<file path="config.mk">
export PLATFORM = sky130hd
export DESIGN_NAME = serial_adder_nbit_flat
export DESIGN_NICKNAME = d
export VERILOG_FILES = /design/src/rtl/serial_adder_nbit_if.sv /design/src/rtl/serial_adder_nbit.sv /design/src/flat_wrapper.sv
export SDC_FILE = /design/constraint.sdc
export NUM_CORES = 1
export LEC_CHECK = 0
export CAP_MARGIN = 20
export CORE_UTILIZATION = 40
export CTS_BUF_LIST = sky130_fd_sc_hd__clkbuf_4
export DETAILED_ROUTE_END_ITERATION = 10
export SLEW_MARGIN = 20
export SYNTH_ARGS = -nofsm -noshare
export SYNTH_HDL_FRONTEND = slang
export SYNTH_SLANG_ARGS = --single-unit
export TNS_END_PERCENT = 1
</file>
<file path="constraint.sdc">
create_clock -name clk -period 1.95 [get_ports clk]
set_clock_uncertainty 0.2 [all_clocks]
set_input_delay 0.585 -clock clk [delete_from_list [all_inputs] [get_ports clk]]
set_output_delay 0.585 -clock clk [all_outputs]
set_load 0.1 [all_outputs]
</file>
<file path="src/rtl/serial_adder_nbit_if.sv">
// Operand/result handshake bundle for serial_adder_nbit.
//   master: producer/consumer side (drives operands, accepts results)
//   slave : the adder itself
// Signals:
//   in_valid/in_ready   operand handshake
//   sub, A, B, Cin      operation select and operands
//   out_valid/out_ready result handshake
//   S, Cout             result and raw carry out of the MSB
interface serial_adder_nbit_if #(
  parameter int unsigned WIDTH = 8
);
  logic             in_valid;
  logic             in_ready;
  logic             sub;
  logic [WIDTH-1:0] A;
  logic [WIDTH-1:0] B;
  logic             Cin;
  logic             out_valid;
  logic             out_ready;
  logic [WIDTH-1:0] S;
  logic             Cout;

  modport master (
    output in_valid, sub, A, B, Cin, out_ready,
    input  in_ready, out_valid, S, Cout
  );

  modport slave (
    input  in_valid, sub, A, B, Cin, out_ready,
    output in_ready, out_valid, S, Cout
  );
endinterface

</file>
<file path="src/rtl/serial_adder_nbit.sv">
// Multi-cycle adder/subtractor: one DIGIT-bit ripple slice is reused for WIDTH/DIGIT cycles,
// with the slice carry registered between cycles.
// Ports:
//   clk   rising-edge clock
//   rst   synchronous active-high reset
//   io    serial_adder_nbit_if.slave: operand handshake (in_valid/in_ready, sub, A, B, Cin)
//         and result handshake (out_valid/out_ready, S, Cout)
//   busy  high while an operation is being computed
// Subtraction is A + ~B + ~borrow, so Cout=1 means "no borrow" when sub=1.
module serial_adder_nbit #(
  parameter int unsigned WIDTH = 8,
  parameter int unsigned DIGIT = 1
) (
  input  logic              clk,
  input  logic              rst,
  serial_adder_nbit_if.slave io,
  output logic              busy
);

  localparam int unsigned NSTEP = WIDTH / DIGIT;
  localparam int unsigned CntW  = (NSTEP > 1) ? $clog2(NSTEP) : 1;

  if (DIGIT == 0 || (WIDTH % DIGIT) != 0) begin : g_bad_digit
    $error("serial_adder_nbit: WIDTH must be a nonzero multiple of DIGIT");
  end

  typedef enum logic [1:0] {StIdle, StRun, StDone} state_e;

  state_e           state_q, state_d;
  logic [WIDTH-1:0] a_q, a_d;
  logic [WIDTH-1:0] b_q, b_d;
  logic             carry_q, carry_d;
  logic [WIDTH-1:0] res_q, res_d;
  logic [CntW-1:0]  step_q, step_d;
  logic [WIDTH-1:0] s_q, s_d;
  logic             cout_q, cout_d;
  logic             out_valid_q, out_valid_d;

  logic                   accept;
  logic [DIGIT:0]         slice;
  logic [WIDTH+DIGIT-1:0] res_cat;
  logic [WIDTH-1:0]       res_shift;

  // A finished result can be handed off and a new operand taken on the same edge.
  assign io.in_ready = (state_q == StIdle) || ((state_q == StDone) && io.out_ready);
  assign accept      = io.in_valid && io.in_ready;

  assign io.out_valid = out_valid_q;
  assign io.S         = s_q;
  assign io.Cout      = cout_q;
  assign busy         = (state_q == StRun);

  always_comb begin
    slice = {1'b0, a_q[DIGIT-1:0]} + {1'b0, b_q[DIGIT-1:0]} + {{DIGIT{1'b0}}, carry_q};
    // New digit enters at the top; after NSTEP steps the LSB digit has reached bit 0.
    res_cat   = {slice[DIGIT-1:0], res_q};
    res_shift = WIDTH'(res_cat >> DIGIT);
  end

  always_comb begin
    state_d     = state_q;
    a_d         = a_q;
    b_d         = b_q;
    carry_d     = carry_q;
    res_d       = res_q;
    step_d      = step_q;
    s_d         = s_q;
    cout_d      = cout_q;
    out_valid_d = out_valid_q;

    unique case (state_q)
      StIdle: ;
      StRun: begin
        a_d     = a_q >> DIGIT;
        b_d     = b_q >> DIGIT;
        carry_d = slice[DIGIT];
        res_d   = res_shift;
        step_d  = step_q + CntW'(1);
        if (step_q == CntW'(NSTEP - 1)) begin
          state_d     = StDone;
          out_valid_d = 1'b1;
          s_d         = res_shift;
          cout_d      = slice[DIGIT];
        end
      end
      StDone: begin
        if (io.out_ready) begin
          state_d     = StIdle;
          out_valid_d = 1'b0;
        end
      end
      default: state_d = StIdle;
    endcase

    if (accept) begin
      a_d         = io.A;
      b_d         = io.B ^ {WIDTH{io.sub}};
      carry_d     = io.Cin ^ io.sub;
      res_d       = '0;
      step_d      = '0;
      state_d     = StRun;
      out_valid_d = 1'b0;
    end
  end

  always_ff @(posedge clk) begin
    if (rst) begin
      state_q     <= StIdle;
      a_q         <= '0;
      b_q         <= '0;
      carry_q     <= 1'b0;
      res_q       <= '0;
      step_q      <= '0;
      s_q         <= '0;
      cout_q      <= 1'b0;
      out_valid_q <= 1'b0;
    end else begin
      state_q     <= state_d;
      a_q         <= a_d;
      b_q         <= b_d;
      carry_q     <= carry_d;
      res_q       <= res_d;
      step_q      <= step_d;
      s_q         <= s_d;
      cout_q      <= cout_d;
      out_valid_q <= out_valid_d;
    end
  end

endmodule

</file>
<file path="src/flat_wrapper.sv">
// flat-port wrapper written by rule: the top's interface ports become plain ports
module serial_adder_nbit_flat 
#(
  parameter int unsigned WIDTH = 8,
  parameter int unsigned DIGIT = 1
)
  (clk, rst, busy, io_in_valid, io_sub, io_A, io_B, io_Cin, io_out_ready, io_in_ready, io_out_valid, io_S, io_Cout);
  serial_adder_nbit_if #(.WIDTH(WIDTH)) io_i ();
  input  logic clk;
  input  logic rst;
  output logic busy;
  input wire logic [$bits(io_i.in_valid)-1:0] io_in_valid;
  input wire logic [$bits(io_i.sub)-1:0] io_sub;
  input wire logic [$bits(io_i.A)-1:0] io_A;
  input wire logic [$bits(io_i.B)-1:0] io_B;
  input wire logic [$bits(io_i.Cin)-1:0] io_Cin;
  input wire logic [$bits(io_i.out_ready)-1:0] io_out_ready;
  output wire logic [$bits(io_i.in_ready)-1:0] io_in_ready;
  output wire logic [$bits(io_i.out_valid)-1:0] io_out_valid;
  output wire logic [$bits(io_i.S)-1:0] io_S;
  output wire logic [$bits(io_i.Cout)-1:0] io_Cout;
  assign io_i.in_valid = io_in_valid;
  assign io_i.sub = io_sub;
  assign io_i.A = io_A;
  assign io_i.B = io_B;
  assign io_i.Cin = io_Cin;
  assign io_i.out_ready = io_out_ready;
  assign io_in_ready = io_i.in_ready;
  assign io_out_valid = io_i.out_valid;
  assign io_S = io_i.S;
  assign io_Cout = io_i.Cout;
  serial_adder_nbit #(.WIDTH(WIDTH), .DIGIT(DIGIT)) u_core (.clk(clk), .rst(rst), .io(io_i), .busy(busy));
endmodule
</file>
**Yosys cells after proc, flatten, opt, wreduce, memory -nomap -nowiden**

Index checks and enable logic that the tools add are counted.

- Output and inout bits: 12
- Register bits: 40

- Bitwise operators: 3
- Multiplexer cells: 13
- Add/subtract/negate cells: 3
- Eq/ne operators: 8
- Reductions and logical operators: 11

Operators with widths:

| kind | count |
|---|---|
| $mux 8 | 4 |
| $reduce_and 3->1 | 3 |
| $xor 8x8->8 | 1 |
| $pmux 2 s3 | 1 |
| $mux 1 | 5 |
| $mux 2 | 2 |
| $ne 2x1->1 const B | 2 |
| $reduce_bool 2->1 | 2 |
| $add 3x1->3 const B | 1 |
| $eq 3x3->1 const B | 1 |
| $ne 3x1->1 const B | 1 |
| $ne 3x2->1 const B | 1 |
| $add 1x1->2 | 1 |
| $add 2x1->2 | 1 |
| $eq 2x1->1 const B | 1 |
| $eq 2x2->1 const B | 1 |
| $logic_and 1x1->1 | 2 |
| $logic_not 2->1 | 1 |
| $ne 2x2->1 const B | 1 |
| $pmux 1 s2 | 1 |
| $reduce_and 2->1 | 1 |
| $reduce_or 2->1 | 1 |
| $logic_or 1x1->1 | 1 |
| $not 1->1 | 1 |
| $xor 1x1->1 | 1 |

**Logic depth before layout (Yosys ltp)**

Gate-level depths: netlist (run 1).

- Depth after elaboration: 6
- Depth in mapped cells: 6
- Gate-level depth less buffers: 5

**Worst setup path after synthesis (run 1)**

No wires, ideal clock.

- Path kind: in2out
- From: in io_out_ready
- To: out io_in_ready
- Required time: 1.165 ns
- Arrival: 2.151 ns
- Buffers on the path: 2
- Stages: 4
- Path slack: -0.986 ns
- Path through: nor2b_1 -> buf_4 -> buf_6 -> nor2_1

- Longest elaborated chain between the ends: 2

RTL lines:

| element | RTL line | source |
|---|---|---|
| start: declaration | flat_wrapper.sv:17 | `input wire logic [$bits(io_i.out_ready)-1:0] io_out_ready;` |
| $logic_and 1x1->1 | serial_adder_nbit.sv:45 | `assign io.in_ready = (state_q == StIdle) \|\| ((state_q == StDone) && io.out_ready);` |
| $logic_or 1x1->1 | serial_adder_nbit.sv:45 |  |
| end: declaration | flat_wrapper.sv:18 | `output wire logic [$bits(io_i.in_ready)-1:0] io_in_ready;` |

No other way between the ends.

**Worst setup path after layout (run 1)**

- From: reg u_core.state_q[1]
- To: out io_in_ready

- Longest elaborated chain between the ends: 3

RTL lines:

| element | RTL line | source |
|---|---|---|
| start: declaration | serial_adder_nbit.sv:29 | `state_e state_q, state_d;` |
| start signal: assignment | serial_adder_nbit.sv:108 | `state_q <= StIdle;` |
| start signal: assignment | serial_adder_nbit.sv:118 | `state_q <= state_d;` |
| $eq 2x2->1 | serial_adder_nbit.sv:45 |  |
| $logic_and 1x1->1 | serial_adder_nbit.sv:45 |  |
| $logic_or 1x1->1 (*) | serial_adder_nbit.sv:45 |  |

Mark *: on every way between the ends. The rest lies on a longest branch, timed or not.

==> results.json, run 1 <==
{
  "status": "complete, no violations",
  "global_route_usage_over_all_layers_pct": 17.4,
  "stdcell_count": 297,
  "worstSetupEndpointType": "primary output",
  "cts_max_path_buffers": 2,
  "numCtsBuffers": 5,
  "combinationalPowerShare_pct": 19.3,
  "place.port_buffers": 33,
  "first_pass_grt_wire_length_mm": 6.93,
  "finish.instance_area_mm2": 0.00243,
  "peakVddDrop_mv": 0.304,
  "power.total_uw": 1580,
  "fin_setup_tns_ps": 0,
  "cts-root-buf": "sky130_fd_sc_hd__clkbuf_4",
  "final.setup.worst_slack_ps": 57.6,
  "register_area_um2": 786,
  "critPathMaxFanout": 6,
  "die_x_um": 69.0,
  "drive_gt1_share_pct": 21.6,
  "final-hold-violation-count": 0,
  "io_pins": 34,
  "postRouteAntennaNets": 0,
  "worst_ep_arrival_time_ps": 1110,
  "maxCapViolations": 0,
  "std_cell_rows": 24,
  "post_synth.cell_area_avg_um2": 8.68,
  "first_iter_violations": 90,
  "core_mm2": 0.00432,
  "placed_cell_area_mm2": 0.00235,
  "max_slew.worst_pin.slew_ps": 428,
  "dp_worst_setup_slack_ps": -310,
  "hold_buffers": 0,
  "remaining_routing_drc_violations": 0,
  "dr_total_vias": 1534,
  "clkSinkCount": 39,
  "fmax_mhz": 528,
  "post-route-min-period_ps": 1890,
  "antenna_found_initial": 0,
  "die-area_mm2": 0.00476,
  "dp.final_hpwl_mm": 2.64,
  "synthDistinctLibCells": 25,
  "switching_share_of_total_power_pct": 27.2,
  "worst_hold_path_type": "flip-flop to flip-flop",
  "synth-seq-area-share_pct": 43.5,
  "area_delta_synth_final_pct": 35.5,
  "postSynthNetCount": 232,
  "cts_tree": "yes",
  "synthesis.yosys.warnings": 0,
  "gr-total-overflow": 0,
  "seq_power_share_pct": 54.4,
  "synth.cell_area_mm2": 0.00180,
  "p_int_uw": 1150,
  "pin_count_of_the_biggest_net_entering_global_routing": 36,
  "final_net_count": 269,
  "dp.cells": 288,
  "clk_slew_on_worst_s_h_paths_ps": 110,
  "worstSetupStartpointType": "flip-flop",
  "number_of_global_route_vias_before_repair": 1500,
  "timing.max_slew.rel_slack_pct": 71.4,
  "timing_worst_setup_path_type": "flip-flop to primary output",
  "setup_violations": 0,
  "critical_path_required_ps": 1160,
  "power_density_mw_per_mm2": 647,
  "power.net_switching_uw": 429,
  "antennaDiodeCount": 0,
  "multi_input_area_um2": 902,
  "ys_seq_elements": 39,
  "globalplace.congestion": 0.748,
  "clock_tree.htree_level_count": 2,
  "min_period_over_period_pct": 97.0,
  "rsz0062_at_grt": "true",
  "floorplan.initialDensity_pct": 41.6,
  "timing.final.max_slew_violations": 0,
  "post_synth_inst_count": 207,
  "drt_pass1_iterations": 4,
  "detail_route.wl_per_cell_um": 12.9,
  "die_y_um": 69.0,
  "leakage_uw": 0.000857,
  "totalWireLength_mm": 3.84,
  "fill_cells": 433,
  "share_clk_of_total_power_pct": 26.3,
  "clock_latency_ps": 330,
  "avgViaCountPerCell": 5.16
}
==> logic make-up after synthesis <==
logic type | share of synthesized area (%)
and+or+nand+nor | 21.4
AOI/OAI and AO/OA | 20.2
DFF | 43.5
buffers and inverters | 7.59
xor gates and xnor gates | 4.87
adders and majority gates | 2.51
==> power groups by stage <==
stage	combinational, uW	clock (uW)	sequential, uW
2_1_floorplan	196	0	868
5_1_grt	333	466	861
3_3_place_gp	303	0	874
6_report	305	415	856
3_5_place_dp	306	0	874
4_1_cts	307	429	857
==> cells in the mapped netlist <==
master,number,area share [%]
sky130_fd_sc_hd__buf_4,5,2.1
sky130_fd_sc_hd__nand2b_1,4,1.4
sky130_fd_sc_hd__clkinv_4,1,0.49
sky130_fd_sc_hd__dfxtp_1,39,43
sky130_fd_sc_hd__o211ai_1,5,2.1
sky130_fd_sc_hd__ha_1,2,1.4
sky130_fd_sc_hd__buf_1,1,0.21
sky130_fd_sc_hd__buf_2,6,1.7
sky130_fd_sc_hd__nor3_1,12,3.3
sky130_fd_sc_hd__nand2_1,53,11
sky130_fd_sc_hd__xnor2_1,1,0.49
sky130_fd_sc_hd__fa_1,1,1.1
sky130_fd_sc_hd__a21o_1,1,0.42
sky130_fd_sc_hd__nor2b_1,2,0.70
sky130_fd_sc_hd__clkbuf_1,3,0.63
sky130_fd_sc_hd__nor2_1,3,0.63
sky130_fd_sc_hd__xor2_1,9,4.4
sky130_fd_sc_hd__a311oi_1,3,1.5
sky130_fd_sc_hd__a21oi_1,26,7.2
sky130_fd_sc_hd__nand2_2,1,0.35
sky130_fd_sc_hd__buf_6,4,2.5
sky130_fd_sc_hd__a32oi_1,3,1.5
sky130_fd_sc_hd__nand3_1,11,3.1
sky130_fd_sc_hd__a311oi_2,9,7.5
sky130_fd_sc_hd__nand3b_1,2,0.84
==> per-stage QoR <==
| step | util [%] | hold WS (ps) |
|---|---|---|
| floorplan | - | 237 |
| global placement | 54.5 | 243 |
| detailed placement | 54.5 | 246 |
| CTS | 56.0 | 261 |
| global route | 56.3 | 294 |
| finish | 56.3 | 259 |
==> cells in the final DEF (no fill, tap or decap), drive strengths merged, types with 8 or more instances in the layout <==
| cell | synthesis | layout |
|---|---|---|
| a311oi | 12 | 12 |
| buf | 16 | 28 |
| a21oi | 26 | 26 |
| nand3 | 11 | 11 |
| clkbuf | 3 | 8 |
| nand2 | 54 | 54 |
| nor3 | 12 | 12 |
| dfxtp | 39 | 39 |
| clkdlybuf4s50 | 0 | 20 |
| xor2 | 9 | 9 |
==> registers in the layout (all words and copies together) (netlist names) <==
| name | flops |
|---|---|
| u_core.io.Cout | 1 |
| u_core.step_q | 3 |
| u_core.io.S | 8 |
| u_core.res_q | 7 |
| u_core.carry_q | 1 |
| u_core.a_q | 8 |
| u_core.io.out_valid | 1 |
| u_core.state_q | 2 |
| u_core.b_q | 8 |
==> layer usage <==
metal | vias to the layer above | share of wire, % | track usage [%] | wire [um]
met5 | - | 0 | 0 | 0
met4 | 0 | 0.78 | 5.44 | 30
met3 | 4 | 3.1 | 3.95 | 117
met2 | 24 | 45 | 25.7 | 1710
met1 | 717 | 51 | 25.1 | 1980
li1 | 789 | - | - | -
==> worst max-delay path, stage by stage (launching register included) <==
cell	delay, ps
sky130_fd_sc_hd__dfxtp_4	380
sky130_fd_sc_hd__nor2b_4	130
sky130_fd_sc_hd__nor2_4	90
sky130_fd_sc_hd__buf_12	180
==> worst paths after layout <==
check                                  from                           end  slack (ps)  cells past startpoint
max          u_core.state_q[1]$_SDFFE_PP0P_                   io_in_ready          60                      3
min            u_core.res_q[1]$_SDFFE_PP0P_  u_core.res_q[1]$_SDFFE_PP0P_         260                      2
max reg2reg   u_core.step_q[0]$_SDFFE_PP0P_   u_core.io.S[3]$_SDFFE_PP0P_         360                      5
min reg2reg    u_core.res_q[1]$_SDFFE_PP0P_  u_core.res_q[1]$_SDFFE_PP0P_         260                      2
==> layout make-up <==
cell class	instances	share of cell area [%]
clock inverters	1	0.206
repair buffers	49	25.3
inverters	1	0.360
flip-flops and latches	39	32.3
multi-input cells	148	37.1
clock buffers	7	2.16
well taps	52	2.67
==> what timing repair did <==
action,in CTS,in global routing
gates resized for setup,4,5
endpoints found under the hold margin,0,0
buffers inserted,1,0
setup endpoints to repair,2,2
Note: power is estimated with default switching activity, not from simulation.
==> inputs of run 2 (changes only) <==
- SETUP_SLACK_MARGIN: not set -> 0.4
==> results.json, run 2 (synthesized netlist as in run 1, its figures left out) <==
{
  "power_density_mw_per_mm2": 645,
  "first_pass_grt_wire_length_mm": 7.00,
  "peakVddDrop_mv": 0.303,
  "finalHoldWorstSlack_ps": 259,
  "rsz0062_at_grt": "true",
  "global_route_usage_over_all_layers_pct": 17.5,
  "placed_cell_area_mm2": 0.00235,
  "timing_worst_setup_path_type": "flip-flop to primary output",
  "io_pins": 34,
  "worst_hold_path_type": "flip-flop to flip-flop",
  "drt_pass1_iterations": 4,
  "worst_ep_arrival_time_ps": 1090,
  "p_int_uw": 1150,
  "hold_buffers": 0,
  "layout_common_cells": "53 x sky130_fd_sc_hd__nand2_1, 37 x sky130_fd_sc_hd__dfxtp_1, 26 x sky130_fd_sc_hd__a21oi_1",
  "min_period_over_period_pct": 96.3,
  "combinationalPowerShare_pct": 19.3,
  "holdCritStartpoint": "u_core.res_q[1]$_SDFFE_PP0P_",
  "area_delta_synth_final_pct": 35.9,
  "remaining_routing_drc_violations": 0,
  "final.setup.worst_slack_ps": 72.8,
  "die_y_um": 69.0,
  "final_net_count": 270,
  "cts-root-buf": "sky130_fd_sc_hd__clkbuf_4",
  "seq_power_share_pct": 54.4,
  "dp_worst_setup_slack_ps": -310,
  "avgViaCountPerCell": 5.18,
  "gr-total-overflow": 0,
  "core_mm2": 0.00432,
  "critPathMaxFanout": 3,
  "clock_tree.htree_level_count": 2,
  "pin_count_of_the_biggest_net_entering_global_routing": 36,
  "drive_gt1_share_pct": 22.0,
  "max_slew.worst_pin.slew_ps": 435,
  "fmax_mhz": 533,
  "die_x_um": 69.0,
  "fill_cells": 432,
  "postRouteAntennaNets": 0,
  "r2r-start": "u_core.step_q[0]$_SDFFE_PP0P_",
  "die-area_mm2": 0.00476,
  "mostFrequentLayoutCell": "sky130_fd_sc_hd__nand2_1",
  "critical_path_required_ps": 1160,
  "post-route-min-period_ps": 1880,
  "clk_slew_on_worst_s_h_paths_ps": 110,
  "worstSetupEndpointType": "primary output",
  "power.net_switching_uw": 429,
  "final-hold-violation-count": 0,
  "timing.max_slew.rel_slack_pct": 70.9,
  "numCtsBuffers": 5,
  "antennaDiodeCount": 0,
  "timing.final.max_slew_violations": 0,
  "switching_share_of_total_power_pct": 27.2,
  "worstSetupStartpointType": "flip-flop",
  "dr_total_vias": 1545,
  "status": "complete, no violations",
  "globalplace.congestion": 0.748,
  "share_clk_of_total_power_pct": 26.3,
  "detail_route.wl_per_cell_um": 12.9,
  "number_of_global_route_vias_before_repair": 1510,
  "totalWireLength_mm": 3.85,
  "critical_path.startpoint": "u_core.state_q[1]$_SDFFE_PP0P_",
  "dp.cells": 288,
  "multi_input_area_um2": 902,
  "first_iter_violations": 98,
  "place.port_buffers": 33,
  "dp.final_hpwl_mm": 2.64,
  "cts_max_path_buffers": 2,
  "std_cell_rows": 24,
  "clkSinkCount": 39,
  "stdcell_count": 298,
  "cts_tree": "yes",
  "maxCapViolations": 0,
  "finish.instance_area_mm2": 0.00244,
  "clock_latency_ps": 330,
  "setup_violations": 0,
  "fin_setup_tns_ps": 0,
  "register_area_um2": 786,
  "floorplan.initialDensity_pct": 41.6,
  "leakage_uw": 0.000862,
  "antenna_found_initial": 0
}
==> run 2: cell types whose count changed in the layout (fill, tap and decap cells not counted) <==
cell and change:
sky130_fd_sc_hd__buf_2 +1, sky130_fd_sc_hd__buf_4 +1, sky130_fd_sc_hd__clkbuf_2 -1
==> run 2: layer usage <==
| layer | routed length [um] | track usage, % | part of all wire, % | up-vias |
|---|---|---|---|---|
| li1 | - | - | - | 792 |
| met1 | 1970 | 25.2 | 51 | 725 |
| met2 | 1740 | 26.2 | 45 | 24 |
| met3 | 113 | 3.80 | 2.9 | 4 |
| met4 | 30 | 5.44 | 0.78 | 0 |
| met5 | 0 | 0 | 0 | - |
==> run 2: path summary, 6_finish.rpt <==
kind | endpoint | slack [ps] | cells past startpoint
worst max-delay path | io_in_ready | 70 | 3
worst min-delay path | u_core.res_q[1]$_SDFFE_PP0P_ | 260 | 2
worst max register to register | u_core.io.S[6]$_SDFFE_PP0P_ | 360 | 5
worst min register to register | u_core.res_q[1]$_SDFFE_PP0P_ | 260 | 2
==> run 2: stage by stage <==
stage / util (%) / total power, uW
finish: 56.5 / 1580
global route: 56.5 / 1660
CTS: 56.5 / 1590
detailed placement: 54.5 / 1180
global placement: 54.5 / 1180
floorplan: - / 1060
==> run 2: critical path, cell delays in order (launching register included) <==
cell and delay, ps:
sky130_fd_sc_hd__dfxtp_4 360, sky130_fd_sc_hd__nor2b_4 130, sky130_fd_sc_hd__nor2_4 90, sky130_fd_sc_hd__buf_12 180
==> run 2: final cells by class <==
type,count,share of cell area (%)
clock inverter,1,0.205
tap,52,2.66
clock buffer,7,2.15
inverter,1,0.359
multi-input combinational,148,36.9
timing repair buffer,50,25.5
sequential,39,32.2
==> run 2: timing repair <==
item | in CTS | in global routing
endpoints found under the setup margin | 50 | 51
resized for setup | 10 | 0
setup buffers | 2 | 0
==> run 2: power by group through the flow <==
| stage | clock [uW] | sequential [uW] | combinational [uW] |
|---|---|---|---|
| floorplan | 0 | 868 | 196 |
| global placement | 0 | 874 | 303 |
| detailed placement | 0 | 874 | 306 |
| CTS | 429 | 856 | 308 |
| global route | 465 | 861 | 333 |
| finish | 415 | 857 | 304 |
==> inputs of run 3 (changes only) <==
- CTS_CLUSTER_SIZE: not set -> 8
==> results of run 3 <==
No change in the layout: final DEF, timing and power equal those of run 2.
